[config.mk]
export PLATFORM = sky130hd
export DESIGN_NAME = cache_mem_arbiter
export DESIGN_NICKNAME = d
export VERILOG_FILES = /design/src/rtl/cpu_types_pkg.sv /design/src/rtl/cache_mem_arbiter.sv
export SDC_FILE = /design/constraint.sdc
export NUM_CORES = 1
export LEC_CHECK = 0
export CORE_AREA = 2 2 130 132
export DETAILED_ROUTE_END_ITERATION = 10
export DIE_AREA = 0 0 132 134
export PLACE_DENSITY = 0.67
export SLEW_MARGIN = 5
export SYNTH_ARGS = -nofsm -noshare
export SYNTH_HDL_FRONTEND = slang
export SYNTH_SLANG_ARGS = --single-unit
[constraint.sdc]
create_clock -name CLK -period 4.4 [get_ports CLK]
set_input_delay 0.88 -clock CLK [delete_from_list [all_inputs] [get_ports CLK]]
set_output_delay 0.88 -clock CLK [all_outputs]
set_load 0.02 [all_outputs]
[src/rtl/cpu_types_pkg.sv]
// Shared CPU-side types used by the memory arbiter and its neighbours.
package cpu_types_pkg;

  typedef enum logic [1:0] {
    FREE   = 2'd0,
    BUSY   = 2'd1,
    ACCESS = 2'd2,
    ERROR  = 2'd3
  } ramstate_t;

endpackage

[src/rtl/cache_mem_arbiter.sv]
// Arbitrates a single RAM port between icache and dcache. The dcache is preferred, but
// the icache is guaranteed a grant after STARVE_LIMIT consecutive dcache words.
module cache_mem_arbiter
  import cpu_types_pkg::*;
#(
  parameter int unsigned STARVE_LIMIT = 4
) (
  input  logic        CLK,
  input  logic        nRST,
  // icache
  input  logic        iREN,
  input  logic [31:0] iaddr,
  output logic        iwait,
  output logic [31:0] iload,
  // dcache
  input  logic        dREN,
  input  logic        dWEN,
  input  logic [31:0] daddr,
  input  logic [31:0] dstore,
  output logic        dwait,
  output logic [31:0] dload,
  // RAM
  output logic        ramREN,
  output logic        ramWEN,
  output logic [31:0] ramaddr,
  output logic [31:0] ramstore,
  input  logic [31:0] ramload,
  input  ramstate_t   ramstate,
  // statistics
  output logic [31:0] icount,
  output logic [31:0] dcount
);

  localparam int unsigned SW = (STARVE_LIMIT > 8) ? $clog2(STARVE_LIMIT) : 3;
  localparam logic [SW-1:0] StarveLast = SW'(STARVE_LIMIT - 1);

  typedef enum logic [1:0] {
    IDLE = 2'd0,
    IGNT = 2'd1,
    DGNT = 2'd2
  } arb_state_t;

  arb_state_t    state_q, state_d;
  logic [SW-1:0] starve_q, starve_d;
  logic [31:0]   icount_q, dcount_q;

  logic d_req;
  logic i_done;
  logic d_done;

  assign d_req  = dREN | dWEN;
  assign i_done = (state_q == IGNT) && iREN && (ramstate == ACCESS);
  assign d_done = (state_q == DGNT) && d_req && (ramstate == ACCESS);

  always_comb begin
    state_d = state_q;
    unique case (state_q)
      IDLE: begin
        if (d_req)     state_d = DGNT;
        else if (iREN) state_d = IGNT;
      end
      IGNT: begin
        if (i_done)     state_d = d_req ? DGNT : IDLE;
        else if (!iREN) state_d = IDLE;
      end
      DGNT: begin
        // Holding DGNT while any dcache request is up keeps block transfers atomic.
        if (!d_req)                                          state_d = iREN ? IGNT : IDLE;
        else if (d_done && iREN && (starve_q == StarveLast)) state_d = IGNT;
      end
      default: state_d = IDLE;
    endcase
  end

  always_comb begin
    starve_d = starve_q;
    if (!iREN)                                      starve_d = '0;
    else if ((state_d == IGNT) && (state_q != IGNT)) starve_d = '0;
    else if (d_done)                                starve_d = starve_q + 1'b1;
  end

  always_ff @(posedge CLK or negedge nRST) begin
    if (!nRST) begin
      state_q  <= IDLE;
      starve_q <= '0;
      icount_q <= '0;
      dcount_q <= '0;
    end else begin
      state_q  <= state_d;
      starve_q <= starve_d;
      if (i_done) icount_q <= icount_q + 32'd1;
      if (d_done) dcount_q <= dcount_q + 32'd1;
    end
  end

  always_comb begin
    ramREN   = 1'b0;
    ramWEN   = 1'b0;
    ramaddr  = '0;
    ramstore = '0;
    iwait    = 1'b1;
    dwait    = 1'b1;
    unique case (state_q)
      IGNT: begin
        ramREN  = iREN;
        ramaddr = iaddr;
        iwait   = !i_done;
      end
      DGNT: begin
        // A simultaneous read and write request is treated as a write.
        ramWEN   = dWEN;
        ramREN   = dREN & ~dWEN;
        ramaddr  = daddr;
        ramstore = dstore;
        dwait    = !d_done;
      end
      default: ;
    endcase
  end

  assign iload  = ramload;
  assign dload  = ramload;
  assign icount = icount_q;
  assign dcount = dcount_q;

endmodule

Yosys cells after proc, flatten, opt, wreduce, memory -nomap -nowiden
Index checks and enable logic that the tools add are counted.

Register bits: 69. Bits of input ports: 135.

$add $sub $neg: 3. Bitwise gates (word level): 3. Reduce and logical (&&, ||, !) cells: 10. Mux-type cells: 18. Equal/unequal tests: 7.

Operators with widths (number): 32-bit by 1-bit adder with 32-bit output (second input constant) (2); 32-bit one-hot mux with 2 select lines (1); 32-bit 2-to-1 mux (1); 2-bit 2-to-1 mux (7); 3-bit 2-to-1 mux (3); 1-bit logical AND (7); 2-bit one-hot mux with 3 select lines (1); 2-bit by 1-bit equality test with 1-bit output (second input constant) (2); 2-bit equality test (second input constant) (2); 1-bit 2-to-1 mux (4); 3-bit by 1-bit adder with 3-bit output (second input constant) (1); 3-bit by 2-bit equality test with 1-bit output (second input constant) (1); 3-bit by 1-bit inequality test with 1-bit output (second input constant) (1); 1-bit logical NOT (2); 2-bit logical NOT (1); 2-bit by 1-bit inequality test with 1-bit output (second input constant) (1); 1-bit one-hot mux with 2 select lines (1); 1-bit bitwise AND (1); 1-bit NOT (1); 1-bit bitwise OR (1).

Logic depth before layout (Yosys ltp)
Word-level depth: 12. Mapped depth: 8. Gate-level depth less buffers: 7.

Worst setup path before layout
No wires, ideal clock.

Kind: register to output. Start point: register state_q[0]. End point: output ramREN. Slack: 1886 ps. Arrival time: 1634 ps. Stages on the path, launching flop included: 7. Cell sequence: dfrtp_1 inv_1 ha_1 buf_2 clkbuf_1 nand3b_1 a21boi_0.

Longest elaborated chain between the ends: 2.

Ends and longest elaborated chain: start, declared (line cache_mem_arbiter.sv:43) `arb_state_t state_q, state_d;`; start signal, assigned (line cache_mem_arbiter.sv:89) `state_q <= state_d;`; 2-bit equality test / 2-bit by 1-bit equality test with 1-bit output (equally long branches) (line cache_mem_arbiter.sv:103) `unique case (state_q)`; 1-bit one-hot mux with 2 select lines * (line cache_mem_arbiter.sv:103); end, declared (line cache_mem_arbiter.sv:23) `output logic ramREN,`.

Every way passes the cells marked *; elsewhere a longest branch is shown, timed or not.

Worst setup path after layout
Start point: input iREN. End point: output ramREN.

Longest elaborated chain between the ends: 1.

Ends and longest elaborated chain: start, declared (line cache_mem_arbiter.sv:11) `input logic iREN,`; 1-bit one-hot mux with 2 select lines (line cache_mem_arbiter.sv:103).

Every way passes these cells.

==> results.yml <==
outcome:
  status: "completed"
cells_and_area:
  mostFrequentLayoutCell: "clkdlybuf4s50_1"
  multi_input_area_um2: 2190
  post-route-cell-area_um2: 6904
  layout-drive-gt1-share_pct: 5.140
  diodes: 0
  layout.area.seq_um2: 1727
  mostFrequentLayoutCells: "233 x clkdlybuf4s50_1, 69 x dfrtp_1, 53 x xnor2_1"
  fin_nets: 780
  syn_to_final_growth_pct: 52.35
  num-fill-cells: 1549
drt:
  viasPerCell: 4.758
  drt_first_pass_iters: 4
  drc: 0
  drt-total-wl_mm: 14.18
  vias: 4101
  drtAntennaViolNets: 0
  wl_per_cell_um: 16.45
  drtIter0Drc: 241
floorplan:
  die_y_um: 134
  die_w_um: 132
  core-area_um2: 16290
  dieArea_um2: 17690
  floorplan.initialDensity_pct: 27.82
  ios: 331
  rows: 47
power:
  pwr-share-comb_pct: 52.7
  clkPwrFrac_pct: 23.2
  powerDensity_nw_per_um2: 439.5
  power_frac_seq_pct: 24.1
  power.leakage_nw: 2.730
  switching_share_pct: 38.45
  intPower_w: 0.001868
  max-vdd-ir-drop_v: 0.0002358
  switchingPower_w: 0.001167
sta:
  hold_ws_ns: 0.4744
  max_freq_ghz: 0.2713
  finalSetupViolations: 0
  worst_slack_ns: 0.7144
  finalCritPeriodShare_pct: 83.76
  fin_setup_tns_ns: 0
  slew_headroom_pct: 45.57
  period_needed_ns: 3.686
  worstMarginPinSlew_ns: 0.8120
  hold_viol_final: 0
  slew_violations: 0
  worst_clock_skew_ns: 0.007075
  rsz0062_at_grt: "false"
worst_setup_path:
  path_cells: "clkdlybuf4s50_1 > nand2_1 > a21boi_0 > clkdlybuf4s50_1"
  arrival_ns: 2.81
  path_common_cell: "clkdlybuf4s50_1"
  worstSetupPathType: "input port to primary output"
  cp-end-kind: "primary output"
  cpMaxStageDelayCell: "clkdlybuf4s50_1"
  cp-start-kind: "input port"
  worst_path_largest_cell_delay_ns: 0.72
  cp_max_fo: 9
  crit_required_ns: 3.52
global_route:
  grtUsageMet1_pct: 17.76
  antenna_found_initial: 0
  met3_usage_pct: 4.989
  grtUsageMet2_pct: 27.81
  grt-ovfl-total: 0
  grt_max_degree: 68
  grt_pass1_vias: 4066
  track_usage_pct: 15.81
  grt_pass1_wl_mm: 22.14
  busiest_layer: "met2"
synth:
  synth.distinct_cells: 43
  syn-cell-area_um2: 4532
  avgSynthCellArea_um2: 9.622
  ys_seq_elements: 69
  syn-num-nets: 614
  synth_area_leaders: "dfrtp_1 38%, buf_4 12%, xnor2_1 10%"
  synth_area_leader_cell: "dfrtp_1"
  synth_edf_count: 0
  synth_top_cell_area_share_pct: 38.10
  synthCells: 471
  ys_seq_area_share_pct: 38.10
  yosysWarnings: 0
  synth_flop_cell: "dfrtp_1"
  synth_async_sr_flop_share_pct: 100.0
clock_tree:
  post-cts-setup-buffers: 0
  cts_buffer_depth: 2
  clk_pin_slew_worst_paths_ns: 0.05
  clk_latency_ns: 0.33
  cts_buffers: 9
  htree_levels: 3
  cts_resized: 0
  cts_root_buffer: "clkbuf_16"
  cts_tree: "built"
  clock-sinks: 69
  hold_buffers: 0
placement:
  place_area_um2: 6611
  port_buffers: 234
  hpwl_mm: 11.24
  dp_slack_ns: 0.7623
  gp_congestion: 0.7932
hold_path:
  min_path_type: "flip-flop to flip-flop"
job:
  drv_cap: 0
==> path summary, 6_finish.rpt <==
path,end,start,cells past startpoint,slack [ns]
max in group asynchronous,dcount[12]$_DFFE_PN0N_,nRST,2,2.82
min in group asynchronous,icount[14]$_DFFE_PN0P_,nRST,1,0.62
hold reg to reg,icount[31]$_DFFE_PN0P_,icount[31]$_DFFE_PN0P_,1,0.47
setup reg to reg,icount[16]$_DFFE_PN0P_,state_q[1]$_DFF_PN0_,7,1.70
setup / recovery,ramREN,iREN,4,0.71
hold / removal,icount[31]$_DFFE_PN0P_,icount[31]$_DFFE_PN0P_,1,0.47
==> layout make-up <==
type	count	area share, %
clock inverters	6	0.9242
repair buffers	241	34.61
well taps	220	3.987
inverters	8	0.4349
flip-flops and latches	69	25.01
clock buffers	10	3.316
multi-input cells	308	31.71
==> synth_stat cells, types with 3 or more instances <==
library cell and count:
a22oi_1 33, and2_1 37, and3_1 12, and4_1 3, buf_4 70, clkbuf_1 14, dfrtp_1 69, ha_1 8
inv_1 8, nand2_1 11, nand3_1 31, nand4_1 30, nor2_1 8, nor2b_1 33, nor3_1 5, nor4_1 4
xnor2_1 53, xor2_1 10
==> worst max-delay path, delay by kind of cell <==
| kind | cells | cell delay [ns] |
|---|---|---|
| AO/OA/AOI/OAI | 1 | 0.33 |
| buffers and inverters | 2 | 1.43 |
| AND/OR/NAND/NOR | 1 | 0.16 |
==> per-layer routing <==
metal | wire length (um) | up-vias
met4 | 445 | 0
met5 | 0 | -
met1 | 5552 | 1971
li1 | - | 1909
met3 | 1061 | 36
met2 | 7120 | 185
==> power by group through the flow <==
| stage | logic [W] | registers (W) | clock network, W |
|---|---|---|---|
| 5_1_grt | 0.00171 | 0.000738 | 0.000751 |
| 2_1_floorplan | 0.000911 | 0.000762 | 0 |
| 6_report | 0.00160 | 0.000730 | 0.000704 |
| 3_5_place_dp | 0.00162 | 0.000741 | 0 |
| 4_1_cts | 0.00163 | 0.000730 | 0.000718 |
| 3_3_place_gp | 0.00160 | 0.000737 | 0 |
==> cell families after synthesis <==
family                     after synthesis  synth area share (%)
adders and majority gates                8                 2.209
xor gates and xnor gates                63                 12.18
AOI/OAI and AO/OA                       48                 7.841
DFF                                     69                 38.10
buffers and inverters                   94                 13.64
muxes                                    2                0.4693
and+or+nand+nor                        187                 25.57
==> stage by stage <==
stage	power, W	utilization (%)	instances
2_1_floorplan	0.001672	-	471
3_3_place_gp	0.002333	40.59	846
3_5_place_dp	0.002360	40.59	846
4_1_cts	0.003076	42.38	862
5_1_grt	0.003197	42.38	862
6_report	0.003035	42.38	862
==> state kept, by name (all words and copies together), names as in the netlist <==
name      cells
starve_q      3
icount       32
state_q       2
dcount       32
Power figures use the tool's default switching activity.
